<file path="src/rtl/alu_share_if.sv">
// Requester, ALU and response buses for alu_share_arbiter.
// The master modport is the environment side; slave is the arbiter.
interface alu_share_if #(
    parameter int WIDTH  = 32,
    parameter int OP_W   = 4,
    parameter int FLAG_W = 4
);
    logic              req0_valid;
    logic              req0_ready;
    logic [WIDTH-1:0]  req0_a;
    logic [WIDTH-1:0]  req0_b;
    logic [OP_W-1:0]   req0_op;
    logic              req1_valid;
    logic              req1_ready;
    logic [WIDTH-1:0]  req1_a;
    logic [WIDTH-1:0]  req1_b;
    logic [OP_W-1:0]   req1_op;
    logic [WIDTH-1:0]  alu_a;
    logic [WIDTH-1:0]  alu_b;
    logic [OP_W-1:0]   alu_op;
    logic [WIDTH-1:0]  alu_f;
    logic [FLAG_W-1:0] alu_flag;
    logic              rsp_valid;
    logic              rsp_ready;
    logic [WIDTH-1:0]  rsp_f;
    logic [FLAG_W-1:0] rsp_flag;
    logic              rsp_id;

    modport master (
        output req0_valid, req0_a, req0_b, req0_op,
        output req1_valid, req1_a, req1_b, req1_op,
        input  req0_ready, req1_ready,
        input  alu_a, alu_b, alu_op,
        output alu_f, alu_flag,
        input  rsp_valid, rsp_f, rsp_flag, rsp_id,
        output rsp_ready
    );

    modport slave (
        input  req0_valid, req0_a, req0_b, req0_op,
        input  req1_valid, req1_a, req1_b, req1_op,
        output req0_ready, req1_ready,
        output alu_a, alu_b, alu_op,
        input  alu_f, alu_flag,
        output rsp_valid, rsp_f, rsp_flag, rsp_id,
        input  rsp_ready
    );
endinterface

</file>
<file path="src/rtl/alu_share_arbiter.sv">
// Shares one combinational ALU between two requesters with a tagged valid/ready response.
// ALU_SHARE_RR_EN selects round-robin tie breaking; default is fixed priority to requester 0.
//
// state | meaning
// IDLE  | waiting for a request; grants and latches the winner's operands
// ISSUE | ALU settles on registered operands; result captured at the closing edge
// RESP  | response held until the consumer takes it
module alu_share_arbiter #(
    parameter int WIDTH  = 32,
    parameter int OP_W   = 4,
    parameter int FLAG_W = 4
) (
    input  logic        clk_10M,
    input  logic        reset_of_clk10M,
    alu_share_if.slave  bus,
    output logic        busy,
    output logic [15:0] op_count
);
    localparam logic [1:0] IDLE  = 2'd0;
    localparam logic [1:0] ISSUE = 2'd1;
    localparam logic [1:0] RESP  = 2'd2;

    logic [1:0]        state;
    logic              last_grant;
    logic              grant_vld;
    logic              grant_id;
    logic [WIDTH-1:0]  alu_a_r;
    logic [WIDTH-1:0]  alu_b_r;
    logic [OP_W-1:0]   alu_op_r;
    logic [WIDTH-1:0]  rsp_f_r;
    logic [FLAG_W-1:0] rsp_flag_r;
    logic              rsp_valid_r;
    logic              rsp_id_r;
    logic [15:0]       op_count_r;

    always_comb begin
        grant_vld = bus.req0_valid | bus.req1_valid;
        grant_id  = 1'b0;
        if (bus.req0_valid && bus.req1_valid) begin
`ifdef ALU_SHARE_RR_EN
            grant_id = ~last_grant;
`else
            grant_id = 1'b0;
`endif
        end else if (bus.req1_valid) begin
            grant_id = 1'b1;
        end
    end

`ifndef ALU_SHARE_RR_EN
    // last_grant is still tracked so both builds share one register set.
    logic unused_last_grant;
    assign unused_last_grant = last_grant;
`endif

    assign bus.req0_ready = (state == IDLE) && grant_vld && !grant_id;
    assign bus.req1_ready = (state == IDLE) && grant_vld &&  grant_id;

    always_ff @(posedge clk_10M or posedge reset_of_clk10M) begin
        if (reset_of_clk10M) begin
            state       <= IDLE;
            last_grant  <= 1'b1;
            alu_a_r     <= '0;
            alu_b_r     <= '0;
            alu_op_r    <= '0;
            rsp_f_r     <= '0;
            rsp_flag_r  <= '0;
            rsp_valid_r <= 1'b0;
            rsp_id_r    <= 1'b0;
            op_count_r  <= '0;
        end else begin
            case (state)
                IDLE: begin
                    if (grant_vld) begin
                        alu_a_r  <= grant_id ? bus.req1_a  : bus.req0_a;
                        alu_b_r  <= grant_id ? bus.req1_b  : bus.req0_b;
                        alu_op_r <= grant_id ? bus.req1_op : bus.req0_op;
                        rsp_id_r <= grant_id;
                        state    <= ISSUE;
                    end
                end
                ISSUE: begin
                    rsp_f_r     <= bus.alu_f;
                    rsp_flag_r  <= bus.alu_flag;
                    rsp_valid_r <= 1'b1;
                    state       <= RESP;
                end
                RESP: begin
                    if (rsp_valid_r && bus.rsp_ready) begin
                        rsp_valid_r <= 1'b0;
                        last_grant  <= rsp_id_r;
                        op_count_r  <= op_count_r + 16'd1;
                        state       <= IDLE;
                    end
                end
                default: state <= IDLE;
            endcase
        end
    end

    assign bus.alu_a     = alu_a_r;
    assign bus.alu_b     = alu_b_r;
    assign bus.alu_op    = alu_op_r;
    assign bus.rsp_f     = rsp_f_r;
    assign bus.rsp_flag  = rsp_flag_r;
    assign bus.rsp_valid = rsp_valid_r;
    assign bus.rsp_id    = rsp_id_r;
    assign busy          = (state != IDLE);
    assign op_count      = op_count_r;
endmodule

</file>
<file path="src/flat_wrapper.sv">
// flat-port wrapper written by rule: the top's interface ports become plain ports
module alu_share_arbiter_flat 
#(
    parameter int WIDTH  = 32,
    parameter int OP_W   = 4,
    parameter int FLAG_W = 4
)
  (clk_10M, reset_of_clk10M, busy, op_count, bus_req0_valid, bus_req0_a, bus_req0_b, bus_req0_op, bus_req1_valid, bus_req1_a, bus_req1_b, bus_req1_op, bus_req0_ready, bus_req1_ready, bus_alu_a, bus_alu_b, bus_alu_op, bus_alu_f, bus_alu_flag, bus_rsp_valid, bus_rsp_f, bus_rsp_flag, bus_rsp_id, bus_rsp_ready);
  alu_share_if #(.WIDTH(WIDTH), .OP_W(OP_W), .FLAG_W(FLAG_W)) bus_i ();
  input  logic clk_10M;
  input  logic reset_of_clk10M;
  output logic busy;
  output logic [15:0] op_count;
  input wire logic [$bits(bus_i.req0_valid)-1:0] bus_req0_valid;
  input wire logic [$bits(bus_i.req0_a)-1:0] bus_req0_a;
  input wire logic [$bits(bus_i.req0_b)-1:0] bus_req0_b;
  input wire logic [$bits(bus_i.req0_op)-1:0] bus_req0_op;
  input wire logic [$bits(bus_i.req1_valid)-1:0] bus_req1_valid;
  input wire logic [$bits(bus_i.req1_a)-1:0] bus_req1_a;
  input wire logic [$bits(bus_i.req1_b)-1:0] bus_req1_b;
  input wire logic [$bits(bus_i.req1_op)-1:0] bus_req1_op;
  output wire logic [$bits(bus_i.req0_ready)-1:0] bus_req0_ready;
  output wire logic [$bits(bus_i.req1_ready)-1:0] bus_req1_ready;
  output wire logic [$bits(bus_i.alu_a)-1:0] bus_alu_a;
  output wire logic [$bits(bus_i.alu_b)-1:0] bus_alu_b;
  output wire logic [$bits(bus_i.alu_op)-1:0] bus_alu_op;
  input wire logic [$bits(bus_i.alu_f)-1:0] bus_alu_f;
  input wire logic [$bits(bus_i.alu_flag)-1:0] bus_alu_flag;
  output wire logic [$bits(bus_i.rsp_valid)-1:0] bus_rsp_valid;
  output wire logic [$bits(bus_i.rsp_f)-1:0] bus_rsp_f;
  output wire logic [$bits(bus_i.rsp_flag)-1:0] bus_rsp_flag;
  output wire logic [$bits(bus_i.rsp_id)-1:0] bus_rsp_id;
  input wire logic [$bits(bus_i.rsp_ready)-1:0] bus_rsp_ready;
  assign bus_i.req0_valid = bus_req0_valid;
  assign bus_i.req0_a = bus_req0_a;
  assign bus_i.req0_b = bus_req0_b;
  assign bus_i.req0_op = bus_req0_op;
  assign bus_i.req1_valid = bus_req1_valid;
  assign bus_i.req1_a = bus_req1_a;
  assign bus_i.req1_b = bus_req1_b;
  assign bus_i.req1_op = bus_req1_op;
  assign bus_req0_ready = bus_i.req0_ready;
  assign bus_req1_ready = bus_i.req1_ready;
  assign bus_alu_a = bus_i.alu_a;
  assign bus_alu_b = bus_i.alu_b;
  assign bus_alu_op = bus_i.alu_op;
  assign bus_i.alu_f = bus_alu_f;
  assign bus_i.alu_flag = bus_alu_flag;
  assign bus_rsp_valid = bus_i.rsp_valid;
  assign bus_rsp_f = bus_i.rsp_f;
  assign bus_rsp_flag = bus_i.rsp_flag;
  assign bus_rsp_id = bus_i.rsp_id;
  assign bus_i.rsp_ready = bus_rsp_ready;
  alu_share_arbiter #(.WIDTH(WIDTH), .OP_W(OP_W), .FLAG_W(FLAG_W)) u_core (.clk_10M(clk_10M), .reset_of_clk10M(reset_of_clk10M), .bus(bus_i), .busy(busy), .op_count(op_count));
endmodule
</file>
<file path="config.mk">
export PLATFORM = sky130hd
export DESIGN_NAME = alu_share_arbiter_flat
export DESIGN_NICKNAME = d
export VERILOG_FILES = /design/src/rtl/alu_share_if.sv /design/src/rtl/alu_share_arbiter.sv /design/src/flat_wrapper.sv
export SDC_FILE = /design/constraint.sdc
export NUM_CORES = 1
export LEC_CHECK = 0
export BUFFER_PORTS_ARGS = -buffer_cell sky130_fd_sc_hd__buf_2
export CAP_MARGIN = 20
export CORE_UTILIZATION = 40
export DETAILED_ROUTE_END_ITERATION = 8
export GPL_ROUTABILITY_DRIVEN = 0
export PLACE_DENSITY = 0.77
export SLEW_MARGIN = 25
export SYNTH_ARGS = -nofsm -noshare
export SYNTH_HDL_FRONTEND = slang
export SYNTH_SLANG_ARGS = --single-unit
</file>
<file path="constraint.sdc">
create_clock -name clk_10M -period 8.3 [get_ports clk_10M]
set_input_delay 0 -clock clk_10M [delete_from_list [all_inputs] [get_ports clk_10M]]
set_output_delay 0 -clock clk_10M [all_outputs]
set_load 0.02 [all_outputs]
</file>
==> impl_metrics.tcl, run 1 <==
set metrics [dict create \
    cp.required_ns 8.65 \
    htree_levels 4 \
    drt_first_iter_violations 449 \
    ys_async_sr_fraction_pct 100 \
    p_leak_nw 4.55 \
    finalHoldViolations 0 \
    die_x_um 120 \
    post-cts-setup-buffers 0 \
    tightest_slew_ns 1.01 \
    core_area_um2 13300 \
    multi_input_area_um2 2240 \
    grt_overflow 0 \
    clockBufferDepth 2 \
    viasPerCell 5.27 \
    fin_area_um2 9540 \
    hp-class "input pin to asynchronous set/reset pin" \
    clock_sink_count 124 \
    use_met1_pct 31.9 \
    final.period_utilization_pct 37.6 \
    critical_path_class "flip-flop to flip-flop" \
    met3_usage_pct 7.18 \
    area_growth_pct 72.1 \
    rsz0062_at_grt "false" \
    num_vias 6053 \
    nets 1138 \
    synth_seq_area_share_pct 56.0 \
    syn_area_per_cell_um2 11.1 \
    synthFlopType "dfrtp_1" \
    avgRoutedWirePerCell_um 17.5 \
    power_density_nw_per_um2 369 \
    synth_edf_count 0 \
    yosys.area.top_type "dfrtp_1" \
    worstSkewPairLatency_ns 0.41 \
    die_area_um2 14300 \
    diodes 0 \
    grt_usage_pct 28.9 \
    port_buffers 301 \
    synth.distinct_cells 28 \
    slew_headroom_pct 32.8 \
    drv_cap 0 \
    drcViolationCount 0 \
    grt_most_used_layer "met2" \
    finalSetupTns_ns 0 \
    status "completed" \
    synth_warnings 0 \
    fp-row-count 42 \
    final_max_slew_viol_count 0 \
    syn-num-nets 679 \
    setup_ws_ns 5.18 \
    drt-total-wl_um 20200 \
    setup_violations 0 \
    clock_skew_ns 0.00628 \
    antenna_found_initial 0 \
    cts_tree "yes" \
    syn_inst 501 \
    root_buffer "clkbuf_16" \
    cts_resized 0 \
    final_layout_size_suffix_gt1_share_pct 37.6 \
    use_met2_pct 50.3 \
    placed_area_um2 7130 \
    post-synth-top-count-cell "dfrtp_1" \
    ir_drop_mv 0.186 \
    cp_max_fo 42 \
    start_util_pct 41.5 \
    grt_pass1_vias 6279 \
    fill_cells 928 \
    synth_top_area_share_pct 56.0 \
    grt_pass1_wl_um 31800 \
    ant_nets 0 \
    grt_max_degree 78 \
    hpwlAfterDp_um 11200 \
    critPathLaunchType "flip-flop" \
    place_ws_ns 5.75 \
    worst_ep_arrival_time_ns 3.47 \
    synth_commonest_cells "dfrtp_1 (124), a22oi_1 (68), nand2_1 (41), nor2b_1 (41), o21ai_1 (39)" \
    final-seq-area_um2 3100 \
    die_height_um 120 \
    ys_ff_latch 124 \
    cts_buffers 17 \
    synth.area.top_cells "dfrtp_1 (56%), a22oi_1 (9.2%), nor2b_1 (4.6%), a31oi_1 (4.2%), mux2_1 (3.7%)" \
    crit_path_end_kind "flip-flop" \
    drtPass1Iterations 6 \
    hold_buffers 174 \
    clk_pin_slew_ns 0.06 \
    netlist_area_um2 5540 \
    ioPinCount 302 \
    fmax_mhz 321 \
    layout_min_cycle_time_ns 3.12 \
]
## stage by stage
stage	hold slack, ns	utilization, %	cells	total power, W
4_1_cts	0.230	71.3	1148	0.00346
6_report	0.222	71.4	1149	0.00352
5_1_grt	0.279	71.4	1149	0.00372
2_1_floorplan	0.135	-	501	0.00196
3_3_place_gp	0.118	53.4	942	0.00240
3_5_place_dp	0.126	53.4	942	0.00243
## flip-flops by register name, indices dropped and copies added (netlist names)
register / count
u_core.bus.rsp_valid: 1
u_core.bus.rsp_f: 32
u_core.op_count: 16
u_core.bus.alu_a: 32
u_core.bus.rsp_flag: 4
u_core.state: 2
u_core.bus.rsp_id: 1
u_core.bus.alu_op: 4
u_core.bus.alu_b: 32
## area by class of cell
cell class	count	area share, %
Inverter	3	0.171
Multi-Input combinational cell	332	23.5
Timing Repair Buffer	482	34.7
Clock inverter	12	1.92
Clock buffer	20	4.79
Sequential cell	124	32.5
Tap cell	176	2.31
## critical path: stages, from the launching register on
cell and delay, ns:
dfrtp_1 0.47, nor2_4 0.79, and2_1 0.52, buf_4 0.41, a22oi_1 0.13, o21ai_1 0.14, dlygate4sd3_1 0.57
## per-layer routing
layer  wire length, um  share of wire (%)
met1              7640                 38
met2             10200                 51
met3              1330                6.6
met4               995                4.9
met5                 0                  0
## layout by cell type, fill, tap and decap left out, types with 30 or more instances in the layout
| cell | instances |
|---|---|
| buf_2 | 301 |
| dlygate4sd3_1 | 174 |
| dfrtp_1 | 124 |
| a22oi_1 | 68 |
| nand2_1 | 41 |
| nor2b_1 | 39 |
| o21ai_1 | 38 |
| a31oi_1 | 37 |
| o21ai_0 | 30 |
## worst paths after layout
| path | depth (start not counted) | slack (ns) | end | startpoint |
|---|---|---|---|---|
| setup / recovery | 6 | 5.18 | u_core.bus.alu_a[30] | u_core.state[1] |
| hold / removal | 3 | 0.22 | u_core.bus.rsp_f[20] | reset_of_clk10M |
| setup reg to reg | 6 | 5.18 | u_core.bus.alu_a[30] | u_core.state[1] |
| hold reg to reg | 2 | 0.47 | u_core.bus.alu_a[20] | u_core.bus.alu_a[20] |
| max in group asynchronous | 4 | 6.69 | u_core.bus.alu_b[12] | reset_of_clk10M |
| min in group clk_10M | 4 | 0.33 | u_core.bus.rsp_id | bus_req1_valid |
## cell families after synthesis
logic type / count (synthesis) / synth area share [%]
AO/OA/AOI/OAI: 177 / 20.0
flip-flops: 124 / 56.0
AND/OR/NAND/NOR: 103 / 10.3
buffers and inverters: 45 / 3.82
multiplexers: 36 / 7.32
XOR/XNOR: 15 / 2.37
adder cells (fa/ha/maj): 1 / 0.226
## power by group
part	internal [W]	switching [W]	total, W
sequential	0.000881	0.000192	0.00107
clock	0.000521	0.000281	0.000802
combinational	0.000712	0.000931	0.00164
total	0.00211	0.00140	0.00352
Power figures use the tool's default switching activity.
==> run 2: changes to the inputs <==
Settings changed: PLACE_DENSITY 0.77 to 0.8.
Clock period 8.3 ns to 2.78 ns, I/O delays scaled along.
==> run 2 against run 1 <==
Net effect:
- critical path depth unchanged
- cell area is 0.35% lower
- core utilization fell by 0.25 points
==> impl_metrics.tcl, run 2 (synthesis results as in run 1) <==
set metrics [dict create \
    status "completed" \
    power_density_nw_per_um2 1080 \
    antenna_found_initial 0 \
    p_leak_nw 4.54 \
    cp_num_cells 6 \
    most-common-layout-cells "buf_2 (301), dlygate4sd3_1 (174), dfrtp_1 (124)" \
    setup_violations 0 \
    ir_drop_mv 0.561 \
    port_buffers 301 \
    clock_sink_count 124 \
    drv_cap 0 \
    fill_cells 893 \
    ioPinCount 302 \
    cp_max_fo 28 \
    path_buf_inv 2 \
    crit_slowest_cell "dlygate4sd3_1" \
    hp-class "input pin to flip-flop" \
    fp-row-count 42 \
    root_buffer "clkbuf_16" \
    cpPeakStageDelay_ns 0.60 \
    grt_most_used_layer "met2" \
    slew_headroom_pct 46.1 \
    hpwlAfterDp_um 11200 \
    die_height_um 120 \
    r2r.worst_path.cells 6 \
    grt_overflow 0 \
    avgRoutedWirePerCell_um 18.3 \
    cp.required_ns 3.11 \
    hold_depth 3 \
    grt_max_degree 125 \
    worstSkewPairLatency_ns 0.40 \
    htree_levels 4 \
    num_vias 6164 \
    use_met2_pct 51.6 \
    final_common_cell "buf_2" \
    critPathLaunchType "flip-flop" \
    cts_tree "yes" \
    final.period_utilization_pct 83.6 \
    clockBufferDepth 2 \
    critical_path_class "flip-flop to flip-flop" \
    start_util_pct 41.5 \
    finalSetupTns_ns 0 \
    final_layout_size_suffix_gt1_share_pct 37.7 \
    die_x_um 120 \
    core_area_um2 13300 \
    crit_family "buffers and inverters" \
    fin_area_um2 9500 \
    viasPerCell 5.36 \
    drtPass1Iterations 5 \
    ant_nets 0 \
    cts_buffers 17 \
    clk_pin_slew_ns 0.05 \
    fmax_mhz 430 \
    diodes 0 \
    drcViolationCount 0 \
    clock_skew_ns 0.00638 \
    grt_pass1_vias 6202 \
    grt_usage_pct 29.1 \
    met3_usage_pct 7.51 \
    grt_pass1_wl_um 32100 \
    holdWs_ns 0.148 \
    post-cts-setup-buffers 0 \
    area_growth_pct 71.5 \
    nets 1141 \
    final_max_slew_viol_count 0 \
    drt_first_iter_violations 455 \
    tightest_slew_ns 0.806 \
    crit_path_end_kind "flip-flop" \
    use_met1_pct 32.1 \
    die_area_um2 14300 \
    placed_area_um2 7200 \
    worst_ep_arrival_time_ns 2.65 \
    path_cells "nor2_4 -> and2_1 -> buf_12 -> a22oi_1 -> o21ai_1 -> dlygate4sd3_1" \
    rsz0062_at_grt "false" \
    layout_min_cycle_time_ns 2.32 \
    finish.utilization_pct 71.2 \
    finalHoldViolations 0 \
    drt-total-wl_um 21000 \
]
[run 2: cell types whose count changed in the layout (fill, tap and decap cells not counted), sizes merged]
cell / delta
clkinv: +4
buf: +3
bufinv: -3
inv: -3
clkbuf: +1
[run 2: layout make-up]
cell class | count | area (um^2) | share of cell area [%]
Sequential cell | 124 | 3100 | 32.7
Tap cell | 176 | 220 | 2.32
Multi-Input combinational cell | 332 | 2250 | 23.7
Clock inverter | 10 | 91.3 | 0.961
Clock buffer | 21 | 470 | 4.95
Inverter | 3 | 17.5 | 0.184
Timing Repair Buffer | 485 | 3350 | 35.2
[run 2: through the flow]
| stage | total power (W) | setup slack [ns] | std cells |
|---|---|---|---|
| 2_1_floorplan | 0.00585 | 1.25 | 501 |
| 3_3_place_gp | 0.00719 | 0.886 | 946 |
| 3_5_place_dp | 0.00733 | 0.922 | 946 |
| 4_1_cts | 0.0101 | 0.451 | 1151 |
| 5_1_grt | 0.0108 | 0.364 | 1151 |
| 6_report | 0.0102 | 0.457 | 1151 |
[run 2: path summary, 6_finish.rpt]
path / startpoint / end / slack (ns)
min: bus_req1_valid / u_core.state[0] / 0.15
min reg2reg: u_core.bus.alu_a[25] / u_core.bus.alu_a[25] / 0.47
max reg2reg: u_core.state[1] / u_core.bus.alu_b[21] / 0.46
max: u_core.state[1] / u_core.bus.alu_b[21] / 0.46
max in group asynchronous: reset_of_clk10M / u_core.bus.alu_b[29] / 1.86
min in group asynchronous: reset_of_clk10M / u_core.op_count[9] / 0.36
[run 2: repair_timing]
action,CTS,global route
hold buffers,174,0
hold endpoints to repair,231,0
resized for setup,0,1
endpoints found under the setup margin,0,1
[run 2: layer usage]
layer	routed length (um)	vias to the layer above	part of all wire, %
li1	-	2751	-
met1	7790	2980	37
met2	10900	357	52
met3	1530	76	7.3
met4	839	0	4.0
met5	0	-	0
[run 2: power by group]
part           total [W]  internal (W)  switching [W]
Clock            0.00209       0.00129       0.000796
Sequential       0.00321       0.00263       0.000575
Combinational    0.00494       0.00214        0.00279
[run 2: worst reg2reg max path, stage by stage (launching register included)]
cell,delay [ns]
dfrtp_1,0.47
nor2_4,0.17
and2_1,0.52
buf_12,0.26
a22oi_1,0.10
o21ai_1,0.13
dlygate4sd3_1,0.60
